[config.mk]
export PLATFORM = sky130hd
export DESIGN_NAME = busdma
export DESIGN_NICKNAME = d
export VERILOG_FILES = /design/src/rtl/busdma_pkg.sv /design/src/rtl/busdma_buf.sv /design/src/rtl/busdma.sv
export SDC_FILE = /design/constraint.sdc
export NUM_CORES = 1
export LEC_CHECK = 0
export BUFFER_PORTS_ARGS = -buffer_cell sky130_fd_sc_hd__buf_2
export CAP_MARGIN = 20
export CELL_PAD_IN_SITES_DETAIL_PLACEMENT = 0
export CELL_PAD_IN_SITES_GLOBAL_PLACEMENT = 2
export CORE_ASPECT_RATIO = 0.9
export CORE_MARGIN = 2
export CORE_UTILIZATION = 33
export DETAILED_ROUTE_END_ITERATION = 10
export GPL_ROUTABILITY_DRIVEN = 0
export PLACE_DENSITY = 0.79
export SLEW_MARGIN = 5
export SYNTH_ARGS = -nofsm -noshare
export SYNTH_HDL_FRONTEND = slang
export SYNTH_SLANG_ARGS = --single-unit
[constraint.sdc]
create_clock -name clk -period 2.6 [get_ports clk]
set_input_delay 0 -clock clk [delete_from_list [all_inputs] [get_ports clk]]
set_output_delay 0 -clock clk [all_outputs]
set_load 0.005 [all_outputs]
[src/rtl/busdma_pkg.sv]
// busdma_pkg: shared types and constants for the bus-master DMA engine.
//   state_e   - engine state encoding
//   ST_*      - completion status codes reported on `status`
//   M_*       - transfer mode codes sampled on `start`
//   align_hw / next_hw - halfword address helpers (26-bit byte addresses)
package busdma_pkg;

    localparam int AW = 26;
    localparam int DW = 16;

    typedef enum logic [2:0] {
        IDLE,
        RD,
        RD_GAP,
        WR,
        WR_GAP,
        FIN
    } state_e;

    localparam logic [1:0] ST_OK      = 2'd0;
    localparam logic [1:0] ST_ABORT   = 2'd1;
    localparam logic [1:0] ST_TIMEOUT = 2'd2;

    localparam logic M_COPY = 1'b0;
    localparam logic M_FILL = 1'b1;

    // Byte address of the halfword containing `a`.
    function automatic logic [AW-1:0] align_hw(input logic [AW-1:0] a);
        return a & ~26'h1;
    endfunction

    // Next halfword address; wraps modulo 2^26.
    function automatic logic [AW-1:0] next_hw(input logic [AW-1:0] a);
        return a + 26'd2;
    endfunction

endpackage

[src/rtl/busdma_buf.sv]
// dma_buf: BURST x 16 staging buffer between the read and write phases of a
// copy chunk.
//   clk, reset  - clock, asynchronous active-low reset (pointers only)
//   clr_i       - return both pointers to entry 0 (start of a chunk)
//   we_i        - write wdata_i at the write pointer, then advance it
//   wdata_i     - data captured from the bus on a read completion
//   re_i        - advance the read pointer (a write access completed)
//   rdata_o     - combinational read of the entry at the read pointer
module dma_buf #(
    parameter int BURST = 4
) (
    input  logic        clk,
    input  logic        reset,
    input  logic        clr_i,
    input  logic        we_i,
    input  logic [15:0] wdata_i,
    input  logic        re_i,
    output logic [15:0] rdata_o
);

    // At least one pointer bit so BURST=1 still elaborates; pointers wrap
    // naturally because BURST is a power of two.
    localparam int PW    = (BURST > 1) ? $clog2(BURST) : 1;
    localparam int DEPTH = 1 << PW;

    logic [15:0]   mem_q [DEPTH];
    logic [PW-1:0] wptr_q;
    logic [PW-1:0] rptr_q;

    always_ff @(posedge clk or negedge reset) begin
        if (!reset) begin
            wptr_q <= '0;
            rptr_q <= '0;
        end else if (clr_i) begin
            wptr_q <= '0;
            rptr_q <= '0;
        end else begin
            if (we_i) wptr_q <= wptr_q + 1'b1;
            if (re_i) rptr_q <= rptr_q + 1'b1;
        end
    end

    always_ff @(posedge clk) begin
        if (we_i) mem_q[wptr_q] <= wdata_i;
    end

    assign rdata_o = mem_q[rptr_q];

endmodule

[src/rtl/busdma.sv]
// busdma: bus-master DMA engine for one master port of the SDRAM hub.
// Copies `len` halfwords from src_addr to dst_addr in chunks of up to BURST
// (all reads of a chunk, then all writes), or fills dst with fill_data.
//   reset, clk            - asynchronous active-low reset, clock
//   start, mode, src_addr, dst_addr, len, fill_data - transfer request
//   abort                 - level request to stop at the next gap
//   busy, done, status    - progress / one-cycle completion / result code
//   cs, rd, wr, mask, addr, wdata - bus request outputs (all registered)
//   nwait, rdata          - bus completion and read data inputs
module busdma
    import busdma_pkg::*;
#(
    parameter int BURST   = 4,
    parameter int TIMEOUT = 1023
) (
    input  logic          reset,
    input  logic          clk,
    input  logic          start,
    input  logic          mode,
    input  logic [25:0]   src_addr,
    input  logic [25:0]   dst_addr,
    input  logic [15:0]   len,
    input  logic [15:0]   fill_data,
    input  logic          abort,
    output logic          busy,
    output logic          done,
    output logic [1:0]    status,
    output logic          cs,
    output logic          rd,
    output logic          wr,
    output logic [1:0]    mask,
    input  logic          nwait,
    output logic [25:0]   addr,
    output logic [15:0]   wdata,
    input  logic [15:0]   rdata
);

    localparam int CW = $clog2(BURST + 1);   // counts 0..BURST
    localparam int TW = $clog2(TIMEOUT + 1); // counts 0..TIMEOUT

    state_e        state_q;
    logic          mode_q;
    logic [25:0]   src_q;
    logic [25:0]   dst_q;
    logic [15:0]   rem_q;
    logic [15:0]   fill_q;
    logic [CW-1:0] cnt_q;     // accesses completed in the current phase
    logic [TW-1:0] tmo_q;     // nwait=0 cycles in the current access
    logic          busy_q;
    logic          done_q;
    logic [1:0]    status_q;
    logic          cs_q;
    logic          rd_q;
    logic          wr_q;
    logic [25:0]   addr_q;
    logic [15:0]   wdata_q;

    logic [15:0]   chunk_n;
    logic          chunk_last;
    logic          buf_we;
    logic          buf_re;
    logic          buf_clr;
    logic [15:0]   buf_rdata;

    assign chunk_n    = (rem_q < 16'(BURST)) ? rem_q : 16'(BURST);
    assign chunk_last = (16'(cnt_q) == chunk_n);

    assign buf_we  = (state_q == RD) && nwait;
    assign buf_re  = (state_q == WR) && nwait;
    assign buf_clr = (state_q == IDLE) || ((state_q == WR_GAP) && chunk_last);

    dma_buf #(.BURST(BURST)) u_buf (
        .clk     (clk),
        .reset   (reset),
        .clr_i   (buf_clr),
        .we_i    (buf_we),
        .wdata_i (rdata),
        .re_i    (buf_re),
        .rdata_o (buf_rdata)
    );

    always_ff @(posedge clk or negedge reset) begin
        if (!reset) begin
            state_q  <= IDLE;
            mode_q   <= M_COPY;
            src_q    <= '0;
            dst_q    <= '0;
            rem_q    <= '0;
            fill_q   <= '0;
            cnt_q    <= '0;
            tmo_q    <= '0;
            busy_q   <= 1'b0;
            done_q   <= 1'b0;
            status_q <= ST_OK;
            cs_q     <= 1'b0;
            rd_q     <= 1'b0;
            wr_q     <= 1'b0;
            addr_q   <= '0;
            wdata_q  <= '0;
        end else begin
            done_q <= 1'b0;
            case (state_q)
                IDLE: begin
                    if (start) begin
                        busy_q   <= 1'b1;
                        status_q <= ST_OK;
                        mode_q   <= mode;
                        src_q    <= align_hw(src_addr);
                        dst_q    <= align_hw(dst_addr);
                        rem_q    <= len;
                        fill_q   <= fill_data;
                        cnt_q    <= '0;
                        tmo_q    <= '0;
                        if (abort) begin
                            state_q  <= FIN;
                            done_q   <= 1'b1;
                            status_q <= ST_ABORT;
                        end else if (len == 16'd0) begin
                            state_q <= FIN;
                            done_q  <= 1'b1;
                        end else if (mode == M_FILL) begin
                            state_q <= WR;
                            cs_q    <= 1'b1;
                            wr_q    <= 1'b1;
                            addr_q  <= align_hw(dst_addr);
                            wdata_q <= fill_data;
                        end else begin
                            state_q <= RD;
                            cs_q    <= 1'b1;
                            rd_q    <= 1'b1;
                            addr_q  <= align_hw(src_addr);
                        end
                    end
                end

                // Strobes and addr/wdata stay frozen until nwait=1 or the
                // wait budget runs out.
                RD, WR: begin
                    if (nwait) begin
                        cs_q  <= 1'b0;
                        rd_q  <= 1'b0;
                        wr_q  <= 1'b0;
                        tmo_q <= '0;
                        cnt_q <= cnt_q + 1'b1;
                        if (state_q == RD) begin
                            src_q   <= next_hw(src_q);
                            state_q <= RD_GAP;
                        end else begin
                            dst_q   <= next_hw(dst_q);
                            state_q <= WR_GAP;
                        end
                    end else if (tmo_q == TW'(TIMEOUT - 1)) begin
                        cs_q     <= 1'b0;
                        rd_q     <= 1'b0;
                        wr_q     <= 1'b0;
                        state_q  <= FIN;
                        done_q   <= 1'b1;
                        status_q <= ST_TIMEOUT;
                    end else begin
                        tmo_q <= tmo_q + 1'b1;
                    end
                end

                RD_GAP: begin
                    if (abort) begin
                        state_q  <= FIN;
                        done_q   <= 1'b1;
                        status_q <= ST_ABORT;
                    end else if (chunk_last) begin
                        // Buffer entry 0 is already valid: the write phase
                        // starts straight out of this gap cycle.
                        state_q <= WR;
                        cnt_q   <= '0;
                        cs_q    <= 1'b1;
                        wr_q    <= 1'b1;
                        addr_q  <= dst_q;
                        wdata_q <= buf_rdata;
                    end else begin
                        state_q <= RD;
                        cs_q    <= 1'b1;
                        rd_q    <= 1'b1;
                        addr_q  <= src_q;
                    end
                end

                WR_GAP: begin
                    if (abort) begin
                        state_q  <= FIN;
                        done_q   <= 1'b1;
                        status_q <= ST_ABORT;
                    end else if (chunk_last) begin
                        rem_q <= rem_q - chunk_n;
                        cnt_q <= '0;
                        if (rem_q == chunk_n) begin
                            state_q <= FIN;
                            done_q  <= 1'b1;
                        end else if (mode_q == M_FILL) begin
                            state_q <= WR;
                            cs_q    <= 1'b1;
                            wr_q    <= 1'b1;
                            addr_q  <= dst_q;
                            wdata_q <= fill_q;
                        end else begin
                            state_q <= RD;
                            cs_q    <= 1'b1;
                            rd_q    <= 1'b1;
                            addr_q  <= src_q;
                        end
                    end else begin
                        state_q <= WR;
                        cs_q    <= 1'b1;
                        wr_q    <= 1'b1;
                        addr_q  <= dst_q;
                        wdata_q <= (mode_q == M_FILL) ? fill_q : buf_rdata;
                    end
                end

                FIN: begin
                    busy_q  <= 1'b0;
                    state_q <= IDLE;
                end

                default: state_q <= IDLE;
            endcase
        end
    end

    assign busy   = busy_q;
    assign done   = done_q;
    assign status = status_q;
    assign cs     = cs_q;
    assign rd     = rd_q;
    assign wr     = wr_q;
    assign mask   = 2'b00;
    assign addr   = addr_q;
    assign wdata  = wdata_q;

endmodule

Yosys cells after proc, flatten, opt, wreduce, memory -nomap -nowiden
Memory sizes are Yosys's and may differ from the RTL's.
Index checks and enable logic that the tools add are counted.

operators by class
  add/sub/neg operators = 7
  multiply operators = 0
  divide/modulo/power cells = 0
  magnitude comparators = 1
  eq/ne operators = 32
  shifts and indexed selects = 0
  mux-type cells = 115
  bitwise gates (word level) = 0
  reductions and logical operators = 30

operator list
  cell                                                  count
  two-way mux 26 bit                                    16
  two-way mux 16 bit                                    15
  one-hot mux 26 bit (2 select lines)                   2
  one-hot mux 26 bit (3 select lines)                   1
  adder 26 x 2 -> 26 bit (second input constant)        2
  one-hot mux 16 bit (3 select lines)                   1
  two-way mux 1 bit                                     42
  two-way mux 3 bit                                     14
  != test 2 bit (second input constant)                 18
  one-hot mux 16 bit (2 select lines)                   1
  two-way mux 10 bit                                    3
  two-way mux 2 bit                                     11
  one-hot mux 10 bit (2 select lines)                   1
  equality test 16 bit                                  1
  equality test 3 x 16 -> 1 bit                         1
  logical NOT 16 bit                                    1
  < comparator 16 x 3 -> 1 bit (second input constant)  1
  one-hot mux 1 bit (4 select lines)                    4
  subtractor 16 bit                                     1
  != test 3 bit (second input constant)                 4
  one-hot mux 3 bit (4 select lines)                    1
  AND reduction 12 bit                                  1
  AND reduction 4 bit                                   3
  AND reduction 11 bit                                  1
  24 further kinds                                      39

word-level totals
  register bits = 154
  bits in latches = 0
  bits in writable memories = 64
  memory bits (read-only) = 0
  input port bits = 106
  output and inout bits = 51
  logic and storage cells = 204
  memories = 1

memory list
  name         words  width  read ports  clocked after memory_dff  write ports  RTL line          text
  u_buf.mem_q  4      16     1           0                         1            busdma_buf.sv:26  logic [15:0] mem_q [DEPTH];

Depth between registers and ports, before layout
  depth after elaboration = 7
  depth in mapped cells = 11
  depth with buffers taken out = 10

Cells and area by module
A second synthesis with hierarchy kept.

second synthesis, totals
  cells, all modules = 1133
  area, all modules = 11405.9 um^2

modules (own cells, without submodules)
  module   times used  cells each  area each (um^2)  sequential area each (um^2)
  busdma   1           1026        8804.7            3703.6
  dma_buf  1           107         2601.2            2021.9

Worst setup path after synthesis
No wires, ideal clock.

  path type = flip-flop to flip-flop
  from = register state_q[0]
  to = memory u_buf.mem_q[0][0], enable pin
  library setup time = 0.374 ns
  data arrival time = 2.112 ns
  data required time = 2.226 ns
  setup slack = 0.114 ns
  cell stages (with the launch flop) = 7
  buffers on the path = 4
  clock period less this slack = 2.486 ns
  cells stage by stage = dfrtp_1 -> clkbuf_1 -> nor2b_1 -> clkbuf_1 -> clkbuf_1 -> clkbuf_1 -> and3_1

between the ends
  longest elaborated chain between the ends = 4

ends and longest elaborated chain
  element                                  RTL line          text
  from (decl)                              busdma.sv:41      state_e state_q;
  from (signal assigned)                   busdma.sv:84      state_q <= IDLE;
  from (signal assigned)                   busdma.sv:115     state_q <= FIN;
  from (signal assigned)                   busdma.sv:119     state_q <= FIN;
  equality test 3 x 1 -> 1 bit             busdma.sv:68      assign buf_we = (state_q == RD) && nwait;
  logical AND 1 bit                        busdma.sv:68
  two-way mux 1 bit                        busdma_buf.sv:44  if (we_i) mem_q[wptr_q] <= wdata_i;
  two-way mux 1 bit (not written as such)  busdma_buf.sv:44
  to (decl)                                busdma_buf.sv:26

Every way passes these cells.

Worst setup path in the final report
  from = register rem_q[11]
  to = register wdata_q[5] (netlist: wdata[5])

between the ends
  longest elaborated chain between the ends = 6
  elaborated cells between the ends (all ways) = 11
  those cells by class = 1 x order compare; 5 x eq/ne; 4 x mux; 1 x reduce/logical

ends and longest elaborated chain
  element                              RTL line       text
  from (decl)                          busdma.sv:45   logic [15:0] rem_q;
  from (signal assigned)               busdma.sv:110  rem_q <= len;
  from (signal assigned)               busdma.sv:192  rem_q <= rem_q - chunk_n;
  < comparator 16 x 3 -> 1 bit         busdma.sv:65   assign chunk_n = (rem_q < 16'(BURST)) ? rem_q : 16'(BURST);
  two-way mux 16 bit                   busdma.sv:65
  equality test 3 x 16 -> 1 bit        busdma.sv:66   assign chunk_last = (16'(cnt_q) == chunk_n);
  two-way mux 16 bit                   busdma.sv:191  end else if (chunk_last) begin
  two-way mux 16 bit                   busdma.sv:187  if (abort) begin
  one-hot mux 16 bit (3 select lines)  busdma.sv:102  case (state_q)
  to (signal assigned)                 busdma.sv:126  wdata_q <= fill_data;
  to (signal assigned)                 busdma.sv:202  wdata_q <= fill_q;
  to (signal assigned)                 busdma.sv:214  wdata_q <= (mode_q == M_FILL) ? fill_q : buf_rdata;
  to (decl)                            busdma.sv:56   logic [15:0] wdata_q;

Several ways; a longest one is shown, not always the timed one. The select of a mux whose other input is x is not followed.
A chain may end at the register's enable or synchronous reset.

==> results.json <==
{
  "final_common_cell": "nand2_1",
  "synth_seq_area_share_pct": 48.6,
  "timing.fmax_mhz": 399,
  "reg2reg_depth": 9,
  "yosysUniqueCellTypes": 63,
  "power_leakage_nw": 6.38,
  "hp-class": "input pin to flip-flop",
  "core_area_mm2": 0.0351,
  "r2r_slack_ns": 0.1,
  "synthTopCellsByArea": "dfrtp_1, edfxtp_1, a21oi_1, nand2_1, o21ai_0",
  "r2r-start": "rem_q[11]$_DFFE_PN0P_",
  "wl_per_cell_um": 19.9,
  "relSlewSlack_pct": 47.9,
  "end_kind": "flip-flop",
  "path_clk_slew_ns": 0.06,
  "gr-total-overflow": 0,
  "maxSlewViolCount": 0,
  "portBuffers": 152,
  "drcViolationCount": 0,
  "p_seq_share_pct": 34.0,
  "synthToLayoutAreaGrowth_pct": 30.6,
  "synth-main-ff-cell": "dfrtp_1",
  "fin_total_pwr_mw": 17.2,
  "fillers": 3408,
  "die_h_um": 183,
  "power_per_cell_area_mw_per_mm2": 1120,
  "ys_seq_elements": 216,
  "synth_edf_count": 64,
  "hold_viol": 0,
  "p_sw_mw": 6.88,
  "critPathArrivalTime_ns": 2.94,
  "min_delay_worst_endpoint": "fill_q[9]$_DFFE_PN0P_",
  "fin_setup_tns_ns": 0,
  "design.die.area_mm2": 0.0373,
  "start_kind": "flip-flop",
  "h-tree-depth": 1,
  "tightest_slew_ns": 0.782,
  "synth_top_cell_by_area": "dfrtp_1",
  "cp-startpoint": "rem_q[11]$_DFFE_PN0P_",
  "min_period_ns": 2.50,
  "path_max_fanout": 16,
  "p_clk_share_pct": 23.5,
  "drt-vias-per-instance": 5.41,
  "grt_usage_pct": 21.0,
  "netlist_area_mm2": 0.0118,
  "rows": 65,
  "grt_max_degree": 62,
  "p_comb_share_pct": 42.6,
  "die_width_um": 203,
  "peakVddDrop_uv": 691,
  "reg2reg_to": "wdata[5]$_DFFE_PN0P_",
  "switching_share_pct": 40.0,
  "cp.required_ns": 3.04,
  "antenna_found_initial": 1,
  "status": "complete, no violations",
  "setup-violations-final": 0,
  "holdWs_ns": 0.191,
  "drt_first_pass_iters": 5,
  "insertion_delay_ns": 0.55,
  "syn_area_per_cell_um2": 9.61,
  "drt-initial-drc-count": 648,
  "syn_inst": 1227,
  "grt_pass1_wl_um": 61600,
  "finalNetCount": 1606,
  "drive_gt1_share_pct": 21.5,
  "dp_hpwl_um": 26100,
  "crit_type": "flip-flop to flip-flop",
  "hold_start": "fill_data[9]",
  "clk_path_buf_depth": 3,
  "dp_worst_setup_slack_ns": 0.0176,
  "yosysWarnings": 0,
  "rsz0062_at_grt": "no",
  "worst_slack_ns": 0.0958,
  "ioPinCount": 157,
  "yosys.area.top_type_share_pct": 32.3,
  "cts_tree": "yes",
  "grt_pass1_vias": 10600,
  "synthArstFlopShare_pct": 70.4,
  "layout_common_cells": "nand2_1, dfrtp_1, buf_2, a21oi_1, dlygate4sd3_1",
  "ant_nets": 0,
  "cts_buffers": 27,
  "cap_violations": 0,
  "cts-root-buf": "clkbuf_16",
  "vias": 10700,
  "internal-power_mw": 10.3,
  "start_util_pct": 33.6,
  "routed_wl_um": 39400,
  "period_share_pct": 96.3,
  "skew_ns": 0.0112,
  "cts_sinks": 216,
  "hold_depth": 4
}
power by group through the flow:
stage          sequential (mW)  clock, mW  combinational [mW]
2_1_floorplan             5.55          0                4.88
3_3_place_gp              5.84          0                7.08
3_5_place_dp              5.85          0                7.16
4_1_cts                   5.82       4.12                7.30
5_1_grt                   6.02       4.25                8.16
6_report                  5.84       4.03                7.32
flip-flops by register name (all words and copies together), names as in the netlist, 2 cells and up:
register	flops
tmo_q	10
fill_q	16
status	2
rem_q	16
addr	26
state_q	3
cnt_q	3
wdata	16
u_buf.rptr_q	2
src_q	25
u_buf.mem_q	64
u_buf.wptr_q	2
dst_q	25
cell type report:
cell class,instances,area (um2),share of cell area (%)
diodes,1,2.50,0.0163
clock buffers,35,756,4.91
clock inverters,14,194,1.26
inverters,16,60.1,0.390
multi-input cells,903,5660,36.8
flip-flops and latches,216,5730,37.2
well taps,469,587,3.81
repair buffers,326,2410,15.7
synth_stat cells, types with 4 or more instances:
master	number
nand2_1	157
and3_1	20
o21ai_1	4
mux2i_1	28
nor2b_1	4
o22ai_1	43
and2_1	4
o21ai_0	93
nand4_1	13
a21oi_1	129
a31oi_1	25
inv_1	15
dfrtp_1	152
buf_1	5
xnor2_1	4
nand3_1	61
buf_2	9
nor4_1	14
or3_1	12
nor3_1	19
a22oi_1	31
xor2_1	7
clkbuf_1	72
a2bb2oi_1	5
mux2_4	10
a21o_1	7
or2_2	5
o22a_1	7
mux4_2	16
o21a_1	6
nor2_1	75
a211o_1	25
mux2_2	6
buf_4	4
ha_1	10
a22o_1	27
edfxtp_1	64
how the worst max path moves through the flow:
stage          slack, ns                           to
2_1_floorplan       0.11  u_buf.mem_q[0][0]$_DFFE_PP_
3_3_place_gp        0.06          addr[8]$_DFFE_PN0P_
3_5_place_dp        0.02         addr[11]$_DFFE_PN0P_
4_1_cts            0.006          addr[8]$_DFFE_PN0P_
5_1_grt             0.01         wdata[5]$_DFFE_PN0P_
6_report             0.1         wdata[5]$_DFFE_PN0P_
through the flow:
stage	util (%)	instances	instance area, um2
after floorplan	-	1228	11800
after global placement	38.0	1824	13400
after detailed placement	38.0	1824	13400
after CTS	43.7	1978	15400
after global routing	43.8	1980	15400
final	43.8	1980	15400
cell families (layout without fill, tap and decap cells):
family,Yosys count,after routing,synth area share [%]
flops,216,216,48.6
other cells,2,4,0.0637
simple gates,398,398,16.0
fa+ha+maj,10,10,1.06
buf+inv,109,391,3.88
xor+xnor,11,11,0.817
compound gates,421,421,22.3
mux,60,60,7.28
worst max-delay path, cell delays in order, from the launching register on:
cell	delay (ns)
dfrtp_1	0.41
or4_4	0.59
nor2_8	0.10
buf_4	0.15
a21oi_4	0.12
nor2_8	0.17
o21ai_4	0.09
nor4_4	0.18
buf_12	0.21
mux2_2	0.35
routing by layer:
layer | global-route usage [%] | vias to the layer above | wire [um]
li1 | - | 5109 | -
met2 | 32.3 | 334 | 17300
met4 | 5.14 | 0 | 848
met5 | 0 | - | 0
met3 | 3.52 | 53 | 2110
met1 | 30.7 | 5222 | 19100
what timing repair did:
item | 4_1_cts | 5_1_grt
gates resized for setup | 0 | 8
hold endpoints to repair | 313 | 0
setup endpoints to repair | 0 | 52
buffers inserted | 0 | 1
hold buffers | 105 | 0
(Power assumes the default switching activity.)
